`src/rtl/game_pkg.sv`:
```
// Shared breakout definitions: game phase encoding and brick field geometry.
// Used by the sequencing controller, its bus interface and the brick store.
package game_pkg;

  localparam int BRICK_ROWS     = 7;
  localparam int BRICKS_PER_ROW = 8;
  localparam int NUM_BRICKS     = 56;
  localparam int BRICK_IDX_W    = 6;

  typedef enum logic [2:0] {
    IDLE  = 3'd0,
    SERVE = 3'd1,
    PLAY  = 3'd2,
    CLEAR = 3'd3,
    MISS  = 3'd4,
    WIN   = 3'd5,
    OVER  = 3'd6
  } state_t;

endpackage

```
`src/rtl/brick_game_ctrl_if.sv`:
```
// Controller <-> brick store bus: brick map, one-at-a-time clear handshake
// and the field reload pulse.
interface brick_game_ctrl_if;
  import game_pkg::*;

  logic [NUM_BRICKS-1:0]  bricks;
  logic                   clear_valid;
  logic [BRICK_IDX_W-1:0] clear_index;
  logic                   clear_ready;
  logic                   reload;

  modport master (input bricks, clear_ready, output clear_valid, clear_index, reload);
  modport slave  (output bricks, clear_ready, input clear_valid, clear_index, reload);
endinterface

```
`src/rtl/brick_index_map.sv`:
```
// Ball position to brick index. Rows 1..7 hold bricks; each brick spans
// two ball columns. Index reads as 0 outside the brick area.
module brick_index_map
  import game_pkg::*;
(
  input  logic [3:0]             i_row,
  input  logic [3:0]             i_col,
  output logic [BRICK_IDX_W-1:0] o_index,
  output logic                   o_in_area
);

  logic [2:0] w_row_m1;
  logic       w_unused_col0;

  assign w_unused_col0 = i_col[0];
  assign o_in_area     = (i_row >= 4'd1) && (i_row <= 4'(BRICK_ROWS));
  assign w_row_m1      = i_row[2:0] - 3'd1;
  assign o_index       = o_in_area ? {w_row_m1, i_col[3:1]} : '0;

endmodule

```
`src/rtl/brick_game_ctrl.sv`:
```
// Breakout sequencing controller: game phase FSM, hit detection, brick-clear
// handshake, lives/bricks bookkeeping. BRICK_GAME_CTRL_AUTOSERVE_EN adds auto-serve.
module brick_game_ctrl
  import game_pkg::*;
#(
  parameter int INIT_LIVES  = 3,
  parameter int SERVE_TICKS = 4
) (
  input  logic               i_clock,
  input  logic               i_reset,
  input  logic               i_start,
  input  logic               i_step_tick,
  input  logic [3:0]         i_ball_row,
  input  logic [3:0]         i_ball_col,
  input  logic               i_ball_miss,
  brick_game_ctrl_if.master  bus,
  output logic               o_serve,
  output logic               o_ball_run,
  output logic [1:0]         o_lives,
  output logic [5:0]         o_bricks_left,
  output logic [2:0]         o_state
);

  localparam logic [1:0] LIVES_INIT  = 2'(INIT_LIVES);
  localparam logic [5:0] BRICKS_INIT = 6'(NUM_BRICKS);

  if (INIT_LIVES < 1 || INIT_LIVES > 3 || SERVE_TICKS < 1) begin : g_bad_param
    $error("brick_game_ctrl: INIT_LIVES must be 1..3 and SERVE_TICKS >= 1");
  end

  state_t                 r_state, w_next;
  logic [BRICK_IDX_W-1:0] r_clear_index, w_index;
  logic [1:0]             r_lives;
  logic [5:0]             r_left;
  logic                   r_reload, r_serve;
  logic                   w_in_area, w_hit, w_new_game, w_auto_serve;

  brick_index_map u_map (
    .i_row     (i_ball_row),
    .i_col     (i_ball_col),
    .o_index   (w_index),
    .o_in_area (w_in_area)
  );

  assign w_hit      = w_in_area && bus.bricks[w_index];
  assign w_new_game = (r_state == IDLE) && i_start;

`ifdef BRICK_GAME_CTRL_AUTOSERVE_EN
  localparam int SCNT_W = $clog2(SERVE_TICKS + 1);
  logic [SCNT_W-1:0] r_serve_cnt;

  // Holding the counter at zero outside SERVE clears it on every entry.
  always_ff @(posedge i_clock) begin
    if (i_reset || r_state != SERVE) r_serve_cnt <= '0;
    else if (i_step_tick)            r_serve_cnt <= r_serve_cnt + 1'b1;
  end

  assign w_auto_serve = i_step_tick && (r_serve_cnt == SCNT_W'(SERVE_TICKS - 1));
`else
  assign w_auto_serve = 1'b0;
`endif

  always_ff @(posedge i_clock) begin
    if (i_reset) r_state <= IDLE;
    else         r_state <= w_next;
  end

  always_comb begin
    w_next          = r_state;
    o_ball_run      = 1'b0;
    bus.clear_valid = 1'b0;
    case (r_state)
      IDLE:  if (i_start) w_next = SERVE;
      SERVE: if (i_start || w_auto_serve) w_next = PLAY;
      PLAY: begin
        o_ball_run = 1'b1;
        // A miss outranks a hit seen on the same step.
        if (i_step_tick) begin
          if (i_ball_miss) w_next = MISS;
          else if (w_hit)  w_next = CLEAR;
        end
      end
      CLEAR: begin
        bus.clear_valid = 1'b1;
        if (bus.clear_ready) w_next = (r_left == 6'd1) ? WIN : PLAY;
      end
      MISS:      w_next = (r_lives == 2'd1) ? OVER : SERVE;
      WIN, OVER: if (i_start) w_next = IDLE;
      default:   w_next = IDLE;
    endcase
  end

  always_ff @(posedge i_clock) begin
    if (i_reset) begin
      r_lives       <= LIVES_INIT;
      r_left        <= BRICKS_INIT;
      r_clear_index <= '0;
      r_reload      <= 1'b0;
      r_serve       <= 1'b0;
    end else begin
      r_reload <= w_new_game;
      r_serve  <= w_new_game || ((r_state == MISS) && (r_lives != 2'd1));
      if (w_new_game) begin
        r_lives <= LIVES_INIT;
        r_left  <= BRICKS_INIT;
      end
      if (r_state == PLAY && i_step_tick && !i_ball_miss && w_hit)
        r_clear_index <= w_index;
      if (r_state == CLEAR && bus.clear_ready && r_left != 6'd0)
        r_left <= r_left - 6'd1;
      if (r_state == MISS && r_lives != 2'd0)
        r_lives <= r_lives - 2'd1;
    end
  end

  assign bus.clear_index = r_clear_index;
  assign bus.reload      = r_reload;
  assign o_serve         = r_serve;
  assign o_lives         = r_lives;
  assign o_bricks_left   = r_left;
  assign o_state         = r_state;

endmodule
```
`src/flat_wrapper.sv`:
```
// flat-port wrapper written by rule: the top's interface ports become plain ports
module brick_game_ctrl_flat import game_pkg::*;
#(
  parameter int INIT_LIVES  = 3,
  parameter int SERVE_TICKS = 4
)
  (i_clock, i_reset, i_start, i_step_tick, i_ball_row, i_ball_col, i_ball_miss, o_serve, o_ball_run, o_lives, o_bricks_left, o_state, bus_bricks, bus_clear_ready, bus_clear_valid, bus_clear_index, bus_reload);
  brick_game_ctrl_if bus_i ();
  input  logic i_clock;
  input  logic i_reset;
  input  logic i_start;
  input  logic i_step_tick;
  input  logic [3:0] i_ball_row;
  input  logic [3:0] i_ball_col;
  input  logic i_ball_miss;
  output logic o_serve;
  output logic o_ball_run;
  output logic [1:0] o_lives;
  output logic [5:0] o_bricks_left;
  output logic [2:0] o_state;
  input wire logic [$bits(bus_i.bricks)-1:0] bus_bricks;
  input wire logic [$bits(bus_i.clear_ready)-1:0] bus_clear_ready;
  output wire logic [$bits(bus_i.clear_valid)-1:0] bus_clear_valid;
  output wire logic [$bits(bus_i.clear_index)-1:0] bus_clear_index;
  output wire logic [$bits(bus_i.reload)-1:0] bus_reload;
  assign bus_i.bricks = bus_bricks;
  assign bus_i.clear_ready = bus_clear_ready;
  assign bus_clear_valid = bus_i.clear_valid;
  assign bus_clear_index = bus_i.clear_index;
  assign bus_reload = bus_i.reload;
  brick_game_ctrl #(.INIT_LIVES(INIT_LIVES), .SERVE_TICKS(SERVE_TICKS)) u_core (.i_clock(i_clock), .i_reset(i_reset), .i_start(i_start), .i_step_tick(i_step_tick), .i_ball_row(i_ball_row), .i_ball_col(i_ball_col), .i_ball_miss(i_ball_miss), .bus(bus_i), .o_serve(o_serve), .o_ball_run(o_ball_run), .o_lives(o_lives), .o_bricks_left(o_bricks_left), .o_state(o_state));
endmodule
```
`config.mk`:
```
export PLATFORM = sky130hd
export DESIGN_NAME = brick_game_ctrl_flat
export DESIGN_NICKNAME = d
export VERILOG_FILES = /design/src/rtl/game_pkg.sv /design/src/rtl/brick_game_ctrl_if.sv /design/src/rtl/brick_index_map.sv /design/src/rtl/brick_game_ctrl.sv /design/src/flat_wrapper.sv
export SDC_FILE = /design/constraint.sdc
export NUM_CORES = 1
export LEC_CHECK = 0
export ABC_AREA = 0
export CAP_MARGIN = 40
export CORE_ASPECT_RATIO = 1.4
export CORE_MARGIN = 3
export CORE_UTILIZATION = 44
export DETAILED_ROUTE_END_ITERATION = 10
export PLACE_DENSITY = 0.94
export SLEW_MARGIN = 20
export SYNTH_ARGS = -nofsm -noshare
export SYNTH_HDL_FRONTEND = slang
export SYNTH_SLANG_ARGS = --single-unit
```
`constraint.sdc`:
```
create_clock -name i_clock -period 4.6 [get_ports i_clock]
set_input_delay 0.92 -clock i_clock [delete_from_list [all_inputs] [get_ports i_clock]]
set_output_delay 0.92 -clock i_clock [all_outputs]
set_load 0.05 [all_outputs]
```
After elaboration in Yosys (flattened, before gate mapping). Cells that the tools add are included.

Register bits: 19. Logic and storage cells: 65. Input bits: 70. Output and inout bits: 21.

Magnitude comparators: 3. Reduce and logical (&&, ||, !) cells: 19. Add/subtract/negate cells: 3. Mux-type cells: 19. Eq/ne operators: 15.

Operator list (count): 2-to-1 mux 3 bit (9); 2-to-1 mux 6 bit (3); case mux 3 bit (6 select lines) (1); logical AND 1 bit (10); != test 2 bit (second input constant) (5); equality test 3 bit (second input constant) (3); < comparator 6 x 7 -> 1 bit (second input constant) (1); binary-select mux 1 bit (select 6 bit) (1); equality test 3 x 2 -> 1 bit (second input constant) (2); equality test 6 x 1 -> 1 bit (second input constant) (1); AND reduction 6 bit (1); nonzero test 2 bit (3); nonzero test 6 bit (1); subtractor 6 x 1 -> 6 bit (second input constant) (1); >= comparator 4 x 1 -> 1 bit (second input constant) (1); less-or-equal comparator 4 x 3 -> 1 bit (second input constant) (1); 2-to-1 mux 2 bit (2); equality test 3 x 1 -> 1 bit (second input constant) (1); logical NOT 3 bit (1); 2-to-1 mux 1 bit (3); != test 3 x 2 -> 1 bit (second input constant) (1); subtractor 3 x 1 -> 3 bit (second input constant) (1); equality test 2 x 1 -> 1 bit (second input constant) (1); != test 2 x 1 -> 1 bit (second input constant) (1); 4 further kinds (4).

Longest topological paths before layout. Gate-level depths: netlist of run 1.

Depth after elaboration: 10. Depth in mapped cells: 10. Depth with buffers taken out: 9.

By module. A second synthesis of run 1 with hierarchy kept.

Cells, all modules: 192. Area total of the unflattened synthesis: 1690.4 um^2.

By module, submodules not included: brick_game_ctrl (area each 1584.0 um^2, seq. area each 380.4 um^2, times used 1, cells an instance 178); brick_index_map (area each 106.4 um^2, seq. area each 0.0 um^2, times used 1, cells an instance 14).

Worst setup path after synthesis of run 1. OpenSTA, ideal clock, no wires.

Kind: in2reg. From: in i_ball_row[0]. To: reg u_core.r_clear_index[0] (netlist: u_core.bus.clear_index[0]). Cell stages on the path: 10. Path slack: 1.615 ns. Arrival: 2.861 ns. Data required time: 4.477 ns. Path through: inv_1 ha_1 or3b_1 buf_6 nand3_2 a221oi_1 o221ai_1 a32oi_2 nor3_4 mux2_1.

Longest elaborated chain between the ends: 7. Elaborated cells on any way between the ends: 9. Those cells by class: add/sub (1); order compare (2); mux (3); reduce/logical (3).

Ends and longest elaborated chain: from (decl) (RTL line flat_wrapper.sv:13) `input logic [3:0] i_ball_row;`; >= comparator 4 x 1 -> 1 bit or less-or-equal comparator 4 x 3 -> 1 bit (tied branches) (RTL line brick_index_map.sv:16) `assign o_in_area = (i_row >= 4'd1) && (i_row <= 4'(BRICK_ROWS));`; logical AND 1 bit (RTL line brick_index_map.sv:16); 2-to-1 mux 6 bit (RTL line brick_index_map.sv:18) `assign o_index = o_in_area ? {w_row_m1, i_col[3:1]} : '0;`; binary-select mux 1 bit (select 6 bit) (RTL line brick_game_ctrl.sv:45) `assign w_hit = w_in_area && bus.bricks[w_index];`; 2-to-1 mux 1 bit (implied by the code) (RTL line brick_game_ctrl.sv:45); logical AND 1 bit (RTL line brick_game_ctrl.sv:45); logical AND 1 bit (RTL line brick_game_ctrl.sv:107) `if (r_state == PLAY && i_step_tick && !i_ball_miss && w_hit)`; to (signal assigned) (RTL line brick_game_ctrl.sv:108) `r_clear_index <= w_index;`; to (decl) (RTL line brick_game_ctrl.sv:32) `logic [BRICK_IDX_W-1:0] r_clear_index, w_index;`.

Several ways; a longest one is shown, not always the timed one. The select of a mux whose other input is x is not followed. A chain may end at the register's enable or synchronous reset.

Worst setup path in the final report of run 1. Ends and elaborated chain as after synthesis.

==> results.py, run 1 <==
metrics = {
    "logic_synthesis": {
        "synth_enable_flop_cells": 0,
        "syn_inst": 216,
        "mapped_area_um2": 1866,
        "seq_area_frac_synth": 0.2039,
        "number_of_synthesized_register_bits": 19,
        "synth_area_per_cell_um2": 8.637,
        "yosysUniqueCellTypes": 58,
        "async_flop_share": 0,
        "post-synth-top-area-cell": "sky130_fd_sc_hd__dfxtp_1",
        "leading_register_cell_type_out_of_synthesis": "sky130_fd_sc_hd__dfxtp_1",
        "post_synthesis_net_count": 293,
        "post-synth-top-area-fraction": 0.2039,
        "synth_area_leaders": "sky130_fd_sc_hd__dfxtp_1 20%, sky130_fd_sc_hd__mux2i_1 4.8%, sky130_fd_sc_hd__ha_1 4.7%",
        "synth_warnings": 0,
    },
    "clock_tree": {
        "cts-hold-fix-buffers": 0,
        "root_buffer": "sky130_fd_sc_hd__clkbuf_8",
        "numCtsBuffers": 3,
        "tritoncts": "yes",
        "clockBufferDepth": 2,
        "post_cts_setup_buffers": 0,
        "cts.repair.resized": 0,
        "cts_sinks": 19,
        "clk_pin_slew_ps": 70,
        "h_tree_levels": 1,
        "insertion_delay_ps": 260,
    },
    "die": {
        "count_of_pins_on_the_block_boundary": 91,
        "die_area_um2": 5068,
        "placement_rows": 27,
        "core_um2": 4020,
        "floorplan.initialDensity": 0.4641,
        "dieHeight_um": 83.05,
        "fp.dieW_um": 61.03,
    },
    "finish": {
        "post_route_cells_drive_above_1_share": 0.09667,
        "filler_cell_count": 320,
        "area.growth.synth_to_final_pct": 48.36,
        "layout.nets": 378,
        "diodes": 0,
    },
    "placement": {
        "numPortBuffers": 89,
        "hpwl_um": 4662,
        "place.gp.congestion": 0.9828,
        "pre_cts_ws_ps": 805.2,
    },
    "worst_setup_path": {
        "capturing_point_of_the_worst_reg2reg_path": "u_core.o_bricks_left[4]$_SDFFE_PP1P_",
        "critical_path.top_delay_family": "simple AND/OR/NAND/NOR gates",
        "required_ps": 4740,
        "critPathBufInv": 2,
        "timing.critical_path.arrival_ps": 3660,
        "critical_path.cell_chain": "clkdlybuf4s50_1 > inv_1 > ha_1 > or3b_1 > nand3_2 > a221oi_1 > o221ai_1 > a32oi_2 > nor3_4 > mux2_1",
        "critical_path.max_stage_delay_ps": 490,
        "cp_num_cells": 10,
        "slowest_cell_on_crit_path": "sky130_fd_sc_hd__or3b_1",
        "worst-r2r-cell-count": 7,
        "kind_of_launch_point_of_the_worst_setup_path": "primary input",
        "sort_of_element_at_the_end_of_the_critical_path": "flip-flop",
        "cp-startpoint": "i_ball_row[0]",
        "worst-setup-path-type": "in -> reg",
        "reg2reg_setup_slack_ps": 2430,
        "rr_startpoint": "u_core.o_state[1]$_SDFFE_PP0P_",
        "critical_path_peak_fanout": 5,
    },
    "detailed_routing": {
        "drt-vias-per-instance": 5.907,
        "detailroute.wirelength.met3_um": 438,
        "wl_met2_um": 3077,
        "detail_route.wirelength.met1_um": 2252,
        "routed-via-count": 2026,
        "firstDrtPassIters": 4,
        "detail_route.wl_per_cell_um": 17.03,
        "number_of_design_rule_violations_left_by_the_first_detailed_router_iteration": 94,
        "route.antenna.remaining_nets": 0,
        "detail_route.wirelength_um": 5841,
        "top_layer_used_by_detailed_routing": "met4",
        "drc": 0,
    },
    "global_routing": {
        "grt_first_pass_wirelength_um": 9459,
        "grt_pass1_vias": 2055,
        "globalRouteOverflowTotal": 0,
        "grt_max_degree": 25,
        "grt_use_total": 0.2324,
        "antenna_found_initial": 0,
    },
    "job": {
        "max_cap_violations": 0,
    },
    "timing": {
        "worst_pin_slew_ps": 697.6,
        "setup_tns_ps": 0,
        "clock.fmax_mhz": 284.5,
        "clk_skew_ps": 6.593,
        "finalWorstPathRequiredPeriod_ps": 3515,
        "finalMaxSlewViolations": 0,
        "timing.final.hold_violations": 0,
        "final_critical_path_setup_slack_ps": 1085,
        "post-route-period-util": 0.7642,
        "setup_viol": 0,
        "slew_headroom": 0.5335,
        "rsz0062_at_grt": "false",
    },
    "hold_path": {
        "worst_hold_path.endpoint": "u_core.bus.clear_index[2]$_SDFFE_PP0P_",
        "holdCritStartpoint": "u_core.bus.clear_index[2]$_SDFFE_PP0P_",
        "hold_path_cell_cnt": 2,
        "worstHoldPathType": "reg -> reg",
    },
    "power": {
        "pwr_density_cell_nw_per_um2": 205.9,
        "vdd_ir_drop_max_mv": 0.2335,
        "total_leakage_power_uw": 0.001009,
    },
    "run_status": {
        "outcome": "finished, final reports clean",
    },
}
-- layout by cell type (no fill, tap or decap), types with 5 or more instances in the layout --
cell type,synthesis,layout
sky130_fd_sc_hd__ha_1,7,7
sky130_fd_sc_hd__mux2_2,5,5
sky130_fd_sc_hd__nand2_1,11,11
sky130_fd_sc_hd__nor2_1,15,15
sky130_fd_sc_hd__clkdlybuf4s50_1,0,89
sky130_fd_sc_hd__inv_1,12,12
sky130_fd_sc_hd__o21ai_0,8,8
sky130_fd_sc_hd__nor3_1,12,12
sky130_fd_sc_hd__nand4_1,5,5
sky130_fd_sc_hd__nor2b_1,7,7
sky130_fd_sc_hd__dfxtp_1,19,19
sky130_fd_sc_hd__a21oi_1,15,15
sky130_fd_sc_hd__nand2b_1,5,5
sky130_fd_sc_hd__mux2i_1,9,9
-- worst min-delay path: stages, from the launching register on --
cell and delay, ps:
sky130_fd_sc_hd__dfxtp_1 310, sky130_fd_sc_hd__o31ai_1 60, sky130_fd_sc_hd__a21oi_1 60
-- state kept, by name, indices dropped and copies added (netlist names) --
signal and flops:
u_core.bus.reload 1, u_core.bus.clear_index 6, u_core.o_lives 2, u_core.o_state 3, u_core.o_bricks_left 6, u_core.o_serve 1
-- stage by stage --
| stage | power (µW) | hold slack (ps) | area [µm²] | cells | util |
|---|---|---|---|---|---|
| floorplan | 352.0 | 697.6 | 1866 | 216 | - |
| global placement | 449.6 | 469.9 | 2721 | 339 | 0.6769 |
| detailed placement | 454.1 | 474.6 | 2721 | 339 | 0.6769 |
| CTS | 569.8 | 482.0 | 2768 | 343 | 0.6885 |
| global route | 602.5 | 511.3 | 2768 | 343 | 0.6885 |
| finish | 569.8 | 482.8 | 2768 | 343 | 0.6885 |
-- cells in the mapped netlist, types with 2 or more instances --
cell / count
sky130_fd_sc_hd__dfxtp_1: 19
sky130_fd_sc_hd__a21oi_1: 15
sky130_fd_sc_hd__nor2_1: 15
sky130_fd_sc_hd__inv_1: 12
sky130_fd_sc_hd__nor3_1: 12
sky130_fd_sc_hd__nand2_1: 11
sky130_fd_sc_hd__mux2i_1: 9
sky130_fd_sc_hd__o21ai_0: 8
sky130_fd_sc_hd__ha_1: 7
sky130_fd_sc_hd__nor2b_1: 7
sky130_fd_sc_hd__clkbuf_1: 5
sky130_fd_sc_hd__mux2_2: 5
sky130_fd_sc_hd__nand2b_1: 5
sky130_fd_sc_hd__nand4_1: 5
sky130_fd_sc_hd__a211oi_1: 4
sky130_fd_sc_hd__a221oi_1: 4
sky130_fd_sc_hd__buf_6: 4
sky130_fd_sc_hd__nand3_1: 4
sky130_fd_sc_hd__or3_1: 4
sky130_fd_sc_hd__xnor2_1: 4
sky130_fd_sc_hd__xor2_1: 4
sky130_fd_sc_hd__mux2_1: 3
sky130_fd_sc_hd__mux4_2: 3
sky130_fd_sc_hd__o31ai_1: 3
sky130_fd_sc_hd__a2111oi_0: 2
sky130_fd_sc_hd__a32oi_2: 2
sky130_fd_sc_hd__clkbuf_8: 2
sky130_fd_sc_hd__mux4_1: 2
sky130_fd_sc_hd__nor3b_1: 2
sky130_fd_sc_hd__nor3b_2: 2
sky130_fd_sc_hd__nor4_1: 2
sky130_fd_sc_hd__o211ai_1: 2
sky130_fd_sc_hd__o21ai_1: 2
sky130_fd_sc_hd__o22ai_1: 2
-- cell type report --
type | instances | area (µm²) | share of cell area
sequential | 19 | 380.4 | 0.1374
clock inverter | 1 | 5.005 | 0.001808
multi-input combinational | 173 | 1329 | 0.4801
tap | 43 | 53.80 | 0.01944
timing repair buffer | 92 | 913.4 | 0.3300
clock buffer | 3 | 41.29 | 0.01492
inverter | 12 | 45.04 | 0.01627
-- layer usage --
layer / vias to the layer above / GRT usage
met5: - / 0
met4: 0 / 0.05523
met3: 7 / 0.04666
met2: 80 / 0.4210
met1: 958 / 0.2639
li1: 981 / -
-- worst max path at each step --
stage,to
4_1_cts,u_core.bus.clear_index[0]$_SDFFE_PP0P_
3_3_place_gp,u_core.bus.clear_index[1]$_SDFFE_PP0P_
5_1_grt,u_core.bus.clear_index[1]$_SDFFE_PP0P_
3_5_place_dp,u_core.bus.clear_index[0]$_SDFFE_PP0P_
2_1_floorplan,u_core.bus.clear_index[0]$_SDFFE_PP0P_
6_report,u_core.bus.clear_index[0]$_SDFFE_PP0P_
-- power breakdown --
part           switching, µW  total (µW)  internal [µW]
sequential              20.1         193            173
clock                   56.5         117           60.2
combinational            133         260            127
-- kinds of logic (layout without fill, tap and decap cells) --
| group | after synthesis | in the layout | synth area share |
|---|---|---|---|
| DFF | 19 | 19 | 0.2039 |
| adders and majority gates | 7 | 7 | 0.04695 |
| xor gates and xnor gates | 8 | 8 | 0.03755 |
| buffers and inverters | 24 | 108 | 0.08384 |
| AOI/OAI and AO/OA | 58 | 58 | 0.2267 |
| muxes | 22 | 22 | 0.1610 |
| and+or+nand+nor | 78 | 78 | 0.2401 |
Note: power is estimated with default switching activity, not from simulation.
==> inputs of run 2 (changes only) <==
CORE_UTILIZATION = 41   (was 44)
PLACE_DENSITY = 0.89   (was 0.94)
clock period = 3.31 ns   (was 4.6 ns; I/O delays follow)
==> results.py, run 2 (synthesis results as in run 1) <==
metrics = {
    "detailed_routing": {
        "detail_route.wirelength_um": 5989,
        "number_of_design_rule_violations_left_by_the_first_detailed_router_iteration": 179,
        "drc": 0,
        "route.antenna.remaining_nets": 0,
        "drt-vias-per-instance": 5.627,
        "detail_route.wl_per_cell_um": 16.19,
        "routed-via-count": 2082,
        "firstDrtPassIters": 4,
    },
    "global_routing": {
        "grt_max_degree": 25,
        "globalRouteOverflowTotal": 0,
        "grt_pass1_vias": 2130,
        "grt_first_pass_wirelength_um": 9908,
        "antenna_found_initial": 0,
        "grt_use_total": 0.2201,
    },
    "die": {
        "fp.dieW_um": 63.01,
        "floorplan.initialDensity": 0.4329,
        "die_area_um2": 5407,
        "count_of_pins_on_the_block_boundary": 91,
        "dieHeight_um": 85.82,
        "placement_rows": 28,
        "core_um2": 4309,
    },
    "worst_setup_path": {
        "critical_path.cell_chain": "clkdlybuf4s50_1 > inv_1 > ha_1 > nor3b_2 > nor2_1 > a221oi_1 > o221ai_1 > a32oi_2 > nor3_4 > mux2_1",
        "sort_of_element_at_the_end_of_the_critical_path": "flip-flop",
        "required_ps": 3450,
        "critPathBufInv": 2,
        "kind_of_launch_point_of_the_worst_setup_path": "primary input",
        "critical_path_peak_fanout": 5,
        "slowest_cell_on_crit_path": "sky130_fd_sc_hd__clkdlybuf4s50_1",
        "timing.critical_path.arrival_ps": 3240,
        "worst-setup-path-type": "in -> reg",
        "critical_path.top_delay_family": "simple AND/OR/NAND/NOR gates",
        "critical_path.max_stage_delay_ps": 500,
    },
    "clock_tree": {
        "insertion_delay_ps": 250,
        "clockBufferDepth": 2,
        "tritoncts": "yes",
        "post_cts_setup_buffers": 0,
        "h_tree_levels": 1,
        "cts-hold-fix-buffers": 0,
        "cts.repair.resized": 0,
        "numCtsBuffers": 3,
        "root_buffer": "sky130_fd_sc_hd__clkbuf_8",
        "clk_pin_slew_ps": 70,
        "cts_sinks": 19,
    },
    "finish": {
        "mostFrequentLayoutCell": "sky130_fd_sc_hd__clkdlybuf4s50_1",
        "post_route_cells_drive_above_1_share": 0.1258,
        "most-common-layout-cells": "89 x sky130_fd_sc_hd__clkdlybuf4s50_1, 19 x sky130_fd_sc_hd__dfxtp_1, 15 x sky130_fd_sc_hd__nor2_1, 15 x sky130_fd_sc_hd__a21oi_1",
        "post_layout_nonfiller_instances": 370,
        "layout.nets": 388,
        "diodes": 0,
        "area.growth.synth_to_final_pct": 54.19,
    },
    "timing": {
        "post-route-period-util": 0.9371,
        "timing.final.hold_violations": 0,
        "timing.hold.ws_ps": 471.4,
        "rsz0062_at_grt": "false",
        "finalMaxSlewViolations": 0,
        "final_critical_path_setup_slack_ps": 208.2,
        "worst_pin_slew_ps": 694.3,
        "slew_headroom": 0.5357,
        "finalWorstPathRequiredPeriod_ps": 3102,
        "setup_viol": 0,
        "clock.fmax_mhz": 322.4,
        "clk_skew_ps": 4.133,
    },
    "run_status": {
        "outcome": "finished, final reports clean",
    },
    "placement": {
        "placed_cell_count": 366,
        "numPortBuffers": 89,
        "hpwl_um": 4781,
        "pre_cts_ws_ps": -36.36,
        "place.gp.congestion": 1.027,
    },
    "power": {
        "pwr_density_cell_nw_per_um2": 280.1,
        "total_leakage_power_uw": 0.001062,
        "vdd_ir_drop_max_mv": 0.2743,
    },
    "hold_path": {
        "worstHoldPathType": "reg -> reg",
    },
    "job": {
        "max_cap_violations": 0,
    },
}
[run 2: changes by cell type in the layout (fill, tap and decap cells not counted)]
cell	before	now
sky130_fd_sc_hd__buf_12	0	1
sky130_fd_sc_hd__buf_4	3	12
[run 2: final timing paths]
check,startpoint,to,slack (ps),cells after the start
max,i_ball_row[0],u_core.bus.clear_index[1]$_SDFFE_PP0P_,210,10
min,u_core.bus.clear_index[4]$_SDFFE_PP0P_,u_core.bus.clear_index[4]$_SDFFE_PP0P_,470,2
max reg2reg,u_core.o_state[1]$_SDFFE_PP0P_,u_core.o_bricks_left[4]$_SDFFE_PP1P_,1320,8
min reg2reg,u_core.bus.clear_index[4]$_SDFFE_PP0P_,u_core.bus.clear_index[4]$_SDFFE_PP0P_,470,2
[run 2: layout make-up]
| class | count | area, µm² |
|---|---|---|
| clock buffer | 3 | 41.29 |
| clock inverter | 1 | 5.005 |
| fill | 353 | 1433 |
| inverter | 12 | 45.04 |
| multi-input combinational | 173 | 1329 |
| sequential | 19 | 380.4 |
| tap | 60 | 75.07 |
| timing repair buffer | 102 | 1001 |
[run 2: metal layers]
metal / GRT usage / share of wire / vias to the layer above
li1: - / - / 1001
met1: 0.2401 / 0.38 / 943
met2: 0.4342 / 0.52 / 120
met3: 0.03539 / 0.075 / 18
met4: 0.05221 / 0.022 / 0
met5: 0 / 0 / -
[run 2: power by group]
part           switching, µW  internal (µW)  total, µW
registers               20.0            241        261
logic                    196            190        386
clock network           75.5           83.5        159
[run 2: worst min-delay path: stages (launching register included)]
cell and delay (ps):
sky130_fd_sc_hd__dfxtp_1 310, sky130_fd_sc_hd__o31ai_1 60, sky130_fd_sc_hd__a21oi_1 60
[run 2: metrics by stage]
stage	instance area [µm²]	total power, µW	setup TNS, ps	util
5_1_grt	2877	844.7	0	0.6675
4_1_cts	2877	805.6	0	0.6675
3_5_place_dp	2830	647.1	-83.19	0.6568
2_1_floorplan	1866	489.1	0	-
3_3_place_gp	2830	640.6	0	0.6568
6_report	2877	805.7	0	0.6675
